[config.mk]
export PLATFORM = sky130hd
export DESIGN_NAME = ex_mem_result_buf_flat
export DESIGN_NICKNAME = d
export VERILOG_FILES = /design/src/rtl/ex_mem_result_buf_pkg.sv /design/src/rtl/ex_mem_result_buf_if.sv /design/src/rtl/ex_mem_result_buf_skid.sv /design/src/rtl/ex_mem_result_buf.sv /design/src/flat_wrapper.sv
export SDC_FILE = /design/constraint.sdc
export NUM_CORES = 1
export LEC_CHECK = 0
export BUFFER_PORTS_ARGS = -buffer_cell sky130_fd_sc_hd__buf_2
export CORE_UTILIZATION = 48
export CTS_BUF_LIST = sky130_fd_sc_hd__clkbuf_4 sky130_fd_sc_hd__clkbuf_8 sky130_fd_sc_hd__clkbuf_16
export DETAILED_ROUTE_END_ITERATION = 16
export PLACE_DENSITY = 0.73
export RECOVER_POWER = 25
export SLEW_MARGIN = 5
export SYNTH_ARGS = -nofsm -noshare
export SYNTH_HDL_FRONTEND = slang
export SYNTH_SLANG_ARGS = --single-unit
[constraint.sdc]
create_clock -name clk -period 2.8 [get_ports clk]
set_input_delay 0.28 -clock clk [delete_from_list [all_inputs] [get_ports clk]]
set_output_delay 0.28 -clock clk [all_outputs]
set_load 0.02 [all_outputs]
[src/rtl/ex_mem_result_buf_pkg.sv]
// alu_pipe_pkg: ALU function codes, skid-buffer state and EX/MEM entry
// layout shared by the EX/MEM result buffer and its users.
package alu_pipe_pkg;

    localparam int DATA_W     = 32;
    localparam int REG_ADDR_W = 5;
    localparam int ALUFN_W    = 6;

    localparam logic [ALUFN_W-1:0] ALU_ADD = 6'b000000;
    localparam logic [ALUFN_W-1:0] ALU_SUB = 6'b000001;
    localparam logic [ALUFN_W-1:0] ALU_MUL = 6'b000010;
    localparam logic [ALUFN_W-1:0] ALU_AND = 6'b000100;
    localparam logic [ALUFN_W-1:0] ALU_OR  = 6'b000101;
    localparam logic [ALUFN_W-1:0] ALU_XOR = 6'b000110;
    localparam logic [ALUFN_W-1:0] ALU_SLL = 6'b001000;
    localparam logic [ALUFN_W-1:0] ALU_SRL = 6'b001001;
    localparam logic [ALUFN_W-1:0] ALU_SLT = 6'b001011;

    // Encoding doubles as the occupancy count.
    typedef enum logic [1:0] {
        EMPTY = 2'd0,
        ONE   = 2'd1,
        FULL  = 2'd2
    } buf_state_t;

    typedef struct packed {
        logic [DATA_W-1:0]     result;
        logic                  zero;
        logic [ALUFN_W-1:0]    alufn;
        logic [REG_ADDR_W-1:0] rd;
        logic                  reg_write;
        logic                  mem_read;
        logic                  mem_write;
        logic [DATA_W-1:0]     store_data;
        logic                  exc;
    } entry_t;

    // Only signed add/sub overflow raises a trap.
    function automatic logic is_trap_fn(
        input logic [ALUFN_W-1:0] fn
    );
        return (fn == ALU_ADD) || (fn == ALU_SUB);
    endfunction

endpackage

[src/rtl/ex_mem_result_buf_if.sv]
// EX/MEM handshake bundle: execute-side offer and memory-side head entry.
// master = surrounding pipeline, slave = the result buffer.
interface ex_mem_result_buf_if #(
    parameter int DATA_W     = 32,
    parameter int REG_ADDR_W = 5,
    parameter int ALUFN_W    = 6
);
    logic                  in_valid;
    logic                  in_ready;
    logic [DATA_W-1:0]     in_result;
    logic                  in_zero;
    logic                  in_overflow;
    logic [ALUFN_W-1:0]    in_alufn;
    logic [REG_ADDR_W-1:0] in_rd;
    logic                  in_reg_write;
    logic                  in_mem_read;
    logic                  in_mem_write;
    logic [DATA_W-1:0]     in_store_data;

    logic                  out_valid;
    logic                  out_ready;
    logic [DATA_W-1:0]     out_result;
    logic                  out_zero;
    logic [ALUFN_W-1:0]    out_alufn;
    logic [REG_ADDR_W-1:0] out_rd;
    logic                  out_reg_write;
    logic                  out_mem_read;
    logic                  out_mem_write;
    logic [DATA_W-1:0]     out_store_data;
    logic                  out_exc;

    modport master (
        output in_valid, in_result, in_zero, in_overflow,
        output in_alufn, in_rd, in_reg_write,
        output in_mem_read, in_mem_write, in_store_data,
        input  in_ready,
        input  out_valid, out_result, out_zero, out_alufn,
        input  out_rd, out_reg_write, out_mem_read,
        input  out_mem_write, out_store_data, out_exc,
        output out_ready
    );

    modport slave (
        input  in_valid, in_result, in_zero, in_overflow,
        input  in_alufn, in_rd, in_reg_write,
        input  in_mem_read, in_mem_write, in_store_data,
        output in_ready,
        output out_valid, out_result, out_zero, out_alufn,
        output out_rd, out_reg_write, out_mem_read,
        output out_mem_write, out_store_data, out_exc,
        input  out_ready
    );
endinterface

[src/rtl/ex_mem_result_buf_skid.sv]
// pipe_skid_buf: generic 2-entry skid buffer. in_ready comes only from
// registered state so no combinational path runs back from out_ready.
module pipe_skid_buf
    import alu_pipe_pkg::*;
#(
    parameter int W = 8
) (
    input  logic         clk,
    input  logic         rst_n,
    input  logic         flush,
    input  logic         in_valid_i,
    output logic         in_ready_o,
    input  logic [W-1:0] in_data_i,
    output logic         out_valid_o,
    input  logic         out_ready_i,
    output logic [W-1:0] out_data_o,
    output logic [1:0]   occupancy_o
);

    buf_state_t   state_q, state_d;
    logic [W-1:0] main_q, main_d;
    logic [W-1:0] skid_q, skid_d;
    logic         rdy_en_q;
    logic         acc, dlv;

    // rdy_en_q keeps in_ready low while in reset and until the first edge.
    assign in_ready_o  = rdy_en_q & (state_q != FULL);
    assign out_valid_o = (state_q != EMPTY);
    assign out_data_o  = main_q;
    assign occupancy_o = state_q;

    assign acc = in_valid_i & in_ready_o;
    assign dlv = out_valid_o & out_ready_i;

    // State and entry registers; reset empties and clears everything.
    always_ff @(posedge clk or negedge rst_n) begin
        if (!rst_n) begin
            state_q  <= EMPTY;
            main_q   <= '0;
            skid_q   <= '0;
            rdy_en_q <= 1'b0;
        end else begin
            state_q  <= state_d;
            main_q   <= main_d;
            skid_q   <= skid_d;
            rdy_en_q <= 1'b1;
        end
    end

    // Next state: flush wins, otherwise main always holds the head.
    always_comb begin
        state_d = state_q;
        main_d  = main_q;
        skid_d  = skid_q;
        if (flush) begin
            state_d = EMPTY;
        end else begin
            unique case (state_q)
                EMPTY: begin
                    if (acc) begin
                        main_d  = in_data_i;
                        state_d = ONE;
                    end
                end
                ONE: begin
                    if (acc && dlv) begin
                        main_d = in_data_i;
                    end else if (acc) begin
                        skid_d  = in_data_i;
                        state_d = FULL;
                    end else if (dlv) begin
                        state_d = EMPTY;
                    end
                end
                FULL: begin
                    if (dlv) begin
                        main_d  = skid_q;
                        state_d = ONE;
                    end
                end
                default: state_d = EMPTY;
            endcase
        end
    end

endmodule

[src/rtl/ex_mem_result_buf.sv]
// ex_mem_result_buf: EX/MEM stage holding ALU result plus sideband.
// Optional overflow trap on ADD/SUB enabled by macro OVERFLOW_TRAP_EN.
module ex_mem_result_buf
    import alu_pipe_pkg::*;
#(
    parameter int DATA_W     = 32,
    parameter int REG_ADDR_W = 5,
    parameter int ALUFN_W    = 6
) (
    input  logic              clk,
    input  logic              rst_n,
    input  logic              flush,
    ex_mem_result_buf_if.slave bus,
    output logic [1:0]        occupancy
);

    typedef struct packed {
        logic [DATA_W-1:0]     result;
        logic                  zero;
        logic [ALUFN_W-1:0]    alufn;
        logic [REG_ADDR_W-1:0] rd;
        logic                  reg_write;
        logic                  mem_read;
        logic                  mem_write;
        logic [DATA_W-1:0]     store_data;
        logic                  exc;
    } ent_t;

    ent_t in_ent;
    ent_t out_ent;

    // Pack the offered entry; a trapping op loses its writeback.
    always_comb begin
        in_ent            = '0;
        in_ent.result     = bus.in_result;
        in_ent.zero       = bus.in_zero;
        in_ent.alufn      = bus.in_alufn;
        in_ent.rd         = bus.in_rd;
        in_ent.mem_read   = bus.in_mem_read;
        in_ent.mem_write  = bus.in_mem_write;
        in_ent.store_data = bus.in_store_data;
`ifdef OVERFLOW_TRAP_EN
        in_ent.exc        = bus.in_overflow
                          & is_trap_fn(bus.in_alufn);
        in_ent.reg_write  = bus.in_reg_write & ~in_ent.exc;
`else
        in_ent.exc        = 1'b0;
        in_ent.reg_write  = bus.in_reg_write;
`endif
    end

    pipe_skid_buf #(
        .W ($bits(ent_t))
    ) u_skid (
        .clk         (clk),
        .rst_n       (rst_n),
        .flush       (flush),
        .in_valid_i  (bus.in_valid),
        .in_ready_o  (bus.in_ready),
        .in_data_i   (in_ent),
        .out_valid_o (bus.out_valid),
        .out_ready_i (bus.out_ready),
        .out_data_o  (out_ent),
        .occupancy_o (occupancy)
    );

    assign bus.out_result     = out_ent.result;
    assign bus.out_zero       = out_ent.zero;
    assign bus.out_alufn      = out_ent.alufn;
    assign bus.out_rd         = out_ent.rd;
    assign bus.out_reg_write  = out_ent.reg_write;
    assign bus.out_mem_read   = out_ent.mem_read;
    assign bus.out_mem_write  = out_ent.mem_write;
    assign bus.out_store_data = out_ent.store_data;

`ifdef OVERFLOW_TRAP_EN
    assign bus.out_exc = out_ent.exc;
`else
    // Without the trap, overflow is ignored and exc is a constant 0.
    logic unused_trap;
    assign unused_trap = bus.in_overflow ^ out_ent.exc;
    assign bus.out_exc = 1'b0;
`endif

endmodule

[src/flat_wrapper.sv]
// flat-port wrapper written by rule: the top's interface ports become plain ports
module ex_mem_result_buf_flat import alu_pipe_pkg::*;
#(
    parameter int DATA_W     = 32,
    parameter int REG_ADDR_W = 5,
    parameter int ALUFN_W    = 6
)
  (clk, rst_n, flush, occupancy, bus_in_valid, bus_in_result, bus_in_zero, bus_in_overflow, bus_in_alufn, bus_in_rd, bus_in_reg_write, bus_in_mem_read, bus_in_mem_write, bus_in_store_data, bus_in_ready, bus_out_valid, bus_out_result, bus_out_zero, bus_out_alufn, bus_out_rd, bus_out_reg_write, bus_out_mem_read, bus_out_mem_write, bus_out_store_data, bus_out_exc, bus_out_ready);
  ex_mem_result_buf_if #(.DATA_W(DATA_W), .REG_ADDR_W(REG_ADDR_W), .ALUFN_W(ALUFN_W)) bus_i ();
  input  logic clk;
  input  logic rst_n;
  input  logic flush;
  output logic [1:0] occupancy;
  input wire logic [$bits(bus_i.in_valid)-1:0] bus_in_valid;
  input wire logic [$bits(bus_i.in_result)-1:0] bus_in_result;
  input wire logic [$bits(bus_i.in_zero)-1:0] bus_in_zero;
  input wire logic [$bits(bus_i.in_overflow)-1:0] bus_in_overflow;
  input wire logic [$bits(bus_i.in_alufn)-1:0] bus_in_alufn;
  input wire logic [$bits(bus_i.in_rd)-1:0] bus_in_rd;
  input wire logic [$bits(bus_i.in_reg_write)-1:0] bus_in_reg_write;
  input wire logic [$bits(bus_i.in_mem_read)-1:0] bus_in_mem_read;
  input wire logic [$bits(bus_i.in_mem_write)-1:0] bus_in_mem_write;
  input wire logic [$bits(bus_i.in_store_data)-1:0] bus_in_store_data;
  output wire logic [$bits(bus_i.in_ready)-1:0] bus_in_ready;
  output wire logic [$bits(bus_i.out_valid)-1:0] bus_out_valid;
  output wire logic [$bits(bus_i.out_result)-1:0] bus_out_result;
  output wire logic [$bits(bus_i.out_zero)-1:0] bus_out_zero;
  output wire logic [$bits(bus_i.out_alufn)-1:0] bus_out_alufn;
  output wire logic [$bits(bus_i.out_rd)-1:0] bus_out_rd;
  output wire logic [$bits(bus_i.out_reg_write)-1:0] bus_out_reg_write;
  output wire logic [$bits(bus_i.out_mem_read)-1:0] bus_out_mem_read;
  output wire logic [$bits(bus_i.out_mem_write)-1:0] bus_out_mem_write;
  output wire logic [$bits(bus_i.out_store_data)-1:0] bus_out_store_data;
  output wire logic [$bits(bus_i.out_exc)-1:0] bus_out_exc;
  input wire logic [$bits(bus_i.out_ready)-1:0] bus_out_ready;
  assign bus_i.in_valid = bus_in_valid;
  assign bus_i.in_result = bus_in_result;
  assign bus_i.in_zero = bus_in_zero;
  assign bus_i.in_overflow = bus_in_overflow;
  assign bus_i.in_alufn = bus_in_alufn;
  assign bus_i.in_rd = bus_in_rd;
  assign bus_i.in_reg_write = bus_in_reg_write;
  assign bus_i.in_mem_read = bus_in_mem_read;
  assign bus_i.in_mem_write = bus_in_mem_write;
  assign bus_i.in_store_data = bus_in_store_data;
  assign bus_in_ready = bus_i.in_ready;
  assign bus_out_valid = bus_i.out_valid;
  assign bus_out_result = bus_i.out_result;
  assign bus_out_zero = bus_i.out_zero;
  assign bus_out_alufn = bus_i.out_alufn;
  assign bus_out_rd = bus_i.out_rd;
  assign bus_out_reg_write = bus_i.out_reg_write;
  assign bus_out_mem_read = bus_i.out_mem_read;
  assign bus_out_mem_write = bus_i.out_mem_write;
  assign bus_out_store_data = bus_i.out_store_data;
  assign bus_out_exc = bus_i.out_exc;
  assign bus_i.out_ready = bus_out_ready;
  ex_mem_result_buf #(.DATA_W(DATA_W), .REG_ADDR_W(REG_ADDR_W), .ALUFN_W(ALUFN_W)) u_core (.clk(clk), .rst_n(rst_n), .flush(flush), .bus(bus_i), .occupancy(occupancy));
endmodule
==> impl_metrics.env <==
export IMPL_synth_avg_cell_area_um2=12.9
export IMPL_period_share_pct=79.8
export IMPL_cts_setup_buffers=0
export IMPL_arrival_ns=1.96
export IMPL_hold_depth=2
export IMPL_die_y_um=121
export IMPL_wl_mm=13.9
export IMPL_syn_num_nets=616
export IMPL_dp_cells=851
export IMPL_period_needed_ns=2.24
export IMPL_syn_inst=531
export IMPL_core_area_um2=13900
export IMPL_drv_slew=65
export IMPL_worst_pin_slew_ns=1.67
export IMPL_max_cap_viol_count=1
export IMPL_worst_hold_path_endpoint="u_core.u_skid.occupancy_o[0]$_DFFE_PN0P_"
export IMPL_ys_seq_area_share_pct=58.9
export IMPL_drt_pass1_iter_count=4
export IMPL_die_area_um2=14700
export IMPL_final_util_pct=60.3
export IMPL_instances_no_fill=885
export IMPL_r2r_start="u_core.u_skid.occupancy_o[0]$_DFFE_PN0P_"
export IMPL_slew_headroom_pct=-11.3
export IMPL_drt_antenna_violating_nets=0
export IMPL_filler_cell_count=1145
export IMPL_grt_pass1_wl_mm=22.7
export IMPL_gp_congestion=0.718
export IMPL_vias=4531
export IMPL_setup_slack_ns=0.565
export IMPL_setup_tns_ns=0
export IMPL_nets=776
export IMPL_dp_slack_ns=0.822
export IMPL_worstPathRequired_ns=2.52
export IMPL_grt_overflow=0
export IMPL_hold_viol=0
export IMPL_antenna_found_initial=0
export IMPL_clockBufferDepth=2
export IMPL_cts_tree="done"
export IMPL_r2r_cells=4
export IMPL_vdd_ir_drop_max_v=0.000499
export IMPL_syn_cell_area_um2=6840
export IMPL_r2r_end="u_core.u_skid.skid_q[5]$_DFFE_PN0P_"
export IMPL_grt_pass1_vias=4669
export IMPL_initial_core_util_pct=49.3
export IMPL_rsz0062_at_grt="false"
export IMPL_ioPinCount=169
export IMPL_hpwlAfterDp_mm=9.40
export IMPL_wire_per_inst_um=15.8
export IMPL_cts_root_buffer="clkbuf_16"
export IMPL_drt_iter0_markers=212
export IMPL_yosysUniqueCellTypes=27
export IMPL_ys_ff_latch=161
export IMPL_clock_fmax_ghz=0.447
export IMPL_grt_start_max_net_pins=87
export IMPL_powerDensity_nw_per_um2=794
export IMPL_p_leak_nw=4.03
export IMPL_insertion_delay_ns=0.41
export IMPL_rows=43
export IMPL_cts_max_level=4
export IMPL_final_common_cell="dfrtp_1"
export IMPL_rrSetupSlack_ns=0.82
export IMPL_fp_dieW_um=121
export IMPL_cts_sinks=161
export IMPL_skew_ns=0.00585
export IMPL_path_class="flop to output port"
export IMPL_track_usage_pct=19.9
export IMPL_area_growth_pct=22.3
export IMPL_path_clk_slew_ns=0.06
export IMPL_drc=0
export IMPL_hold_class="input port to flop"
export IMPL_final_cell_mix="dfrtp_1, buf_2, mux2i_1"
export IMPL_crit_fanout=36
export IMPL_final_setup_viol_count=0
export IMPL_violations="max-capacitance violations, max-slew violations"
export IMPL_status="complete, but fails checks"
export IMPL_min_from="flush"
export IMPL_yosysWarnings=0
export IMPL_numCtsBuffers=17
export IMPL_vias_per_cell=5.12
export IMPL_worstSetupStartpointType="flop"
export IMPL_drive_gt1_share_pct=37.1
export IMPL_end_kind="output port"
export IMPL_io_buffers=166
flip-flops by register name, summed over array words and instances (netlist names):
signal	flops
u_core.u_skid.out_data_o	79
u_core.u_skid.skid_q	79
u_core.u_skid.occupancy_o	2
u_core.u_skid.rdy_en_q	1
final cells by class:
type / count / area, µm² / share of cell area (%)
flip-flops and latches: 161 / 4030 / 48.1
multi-input cells: 333 / 2550 / 30.5
repair buffers: 177 / 916 / 10.9
clock buffers: 21 / 480 / 5.74
well taps: 180 / 225 / 2.69
clock inverters: 11 / 158 / 1.88
inverters: 1 / 3.75 / 0.0449
diodes: 1 / 2.50 / 0.0299
worst max path at each step:
stage / slack [ns] / cells after the start / to / start
2_1_floorplan: 1.21 / 8 / u_core.u_skid.out_data_o[68]$_DFFE_PN0P_ / u_core.u_skid.occupancy_o[0]$_DFFE_PN0P_
3_3_place_gp: 0.87 / 4 / u_core.u_skid.skid_q[13]$_DFFE_PN0P_ / u_core.u_skid.occupancy_o[0]$_DFFE_PN0P_
3_5_place_dp: 0.82 / 4 / u_core.u_skid.skid_q[5]$_DFFE_PN0P_ / u_core.u_skid.occupancy_o[0]$_DFFE_PN0P_
4_1_cts: 0.54 / 5 / bus_in_ready / u_core.u_skid.occupancy_o[1]$_DFFE_PN0P_
5_1_grt: 0.36 / 3 / u_core.u_skid.out_data_o[72]$_DFFE_PN0P_ / rst_n
6_report: 0.56 / 5 / bus_in_ready / u_core.u_skid.occupancy_o[1]$_DFFE_PN0P_
per-stage QoR:
stage	power, mW	instance area [µm²]	hold WS, ns
4_1_cts	6.74	8410	0.0396
2_1_floorplan	3.77	6840	-0.0156
3_3_place_gp	4.18	7760	0.300
6_report	6.64	8370	0.0621
5_1_grt	6.98	8370	0.0500
3_5_place_dp	4.26	7760	0.312
cell families (layout without fill, tap and decap cells):
group / Yosys count / in the layout / share of synthesized area (%)
AND/OR/NAND/NOR: 89 / 89 / 5.52
flip-flops: 161 / 161 / 58.9
buffers and inverters: 37 / 210 / 3.79
other: 2 / 3 / 0.110
AO/OA/AOI/OAI: 82 / 82 / 6.35
multiplexers: 160 / 160 / 25.3
per-layer routing:
metal | vias up | track usage (%) | wire length [µm]
li1 | 2161 | - | -
met1 | 2237 | 24.9 | 6010
met2 | 108 | 32.1 | 6910
met3 | 25 | 5.45 | 716
met4 | 0 | 8.33 | 309
met5 | - | 0 | 0
where the power goes:
group | switching (mW) | internal [mW] | total [mW]
logic | 0.685 | 0.483 | 1.17
registers | 0.234 | 2.78 | 3.02
clock network | 0.878 | 1.58 | 2.46
what timing repair did:
item / 4_1_cts / 5_1_grt
hold buffers: 1 / 0
resized for setup: 0 / 0
endpoints found under the hold margin: 62 / 0
critical path, cell delays in order, from the launching register on:
cell,delay (ns)
dfrtp_1,0.41
inv_1,0.12
nor2_4,0.16
buf_4,0.54
nor2b_1,0.09
buf_2,0.19
Yosys cell counts, drive strengths merged:
cell type,instances,area (µm²)
a31oi,1,21.3
and2,1,6.26
and2b,1,7.51
and4bb,1,12.5
buf,30,230
clkbuf,6,25.0
conb,2,7.51
dfrtp,161,4030
inv,1,3.75
mux2,79,923
mux2i,81,811
nand2,79,297
nand2b,1,6.26
nand3,1,17.5
nor2,3,18.8
nor2b,1,6.26
o21ai,79,395
o22a,1,8.76
o41ai,1,8.76
or2,1,6.26
(Power assumes the default switching activity.)
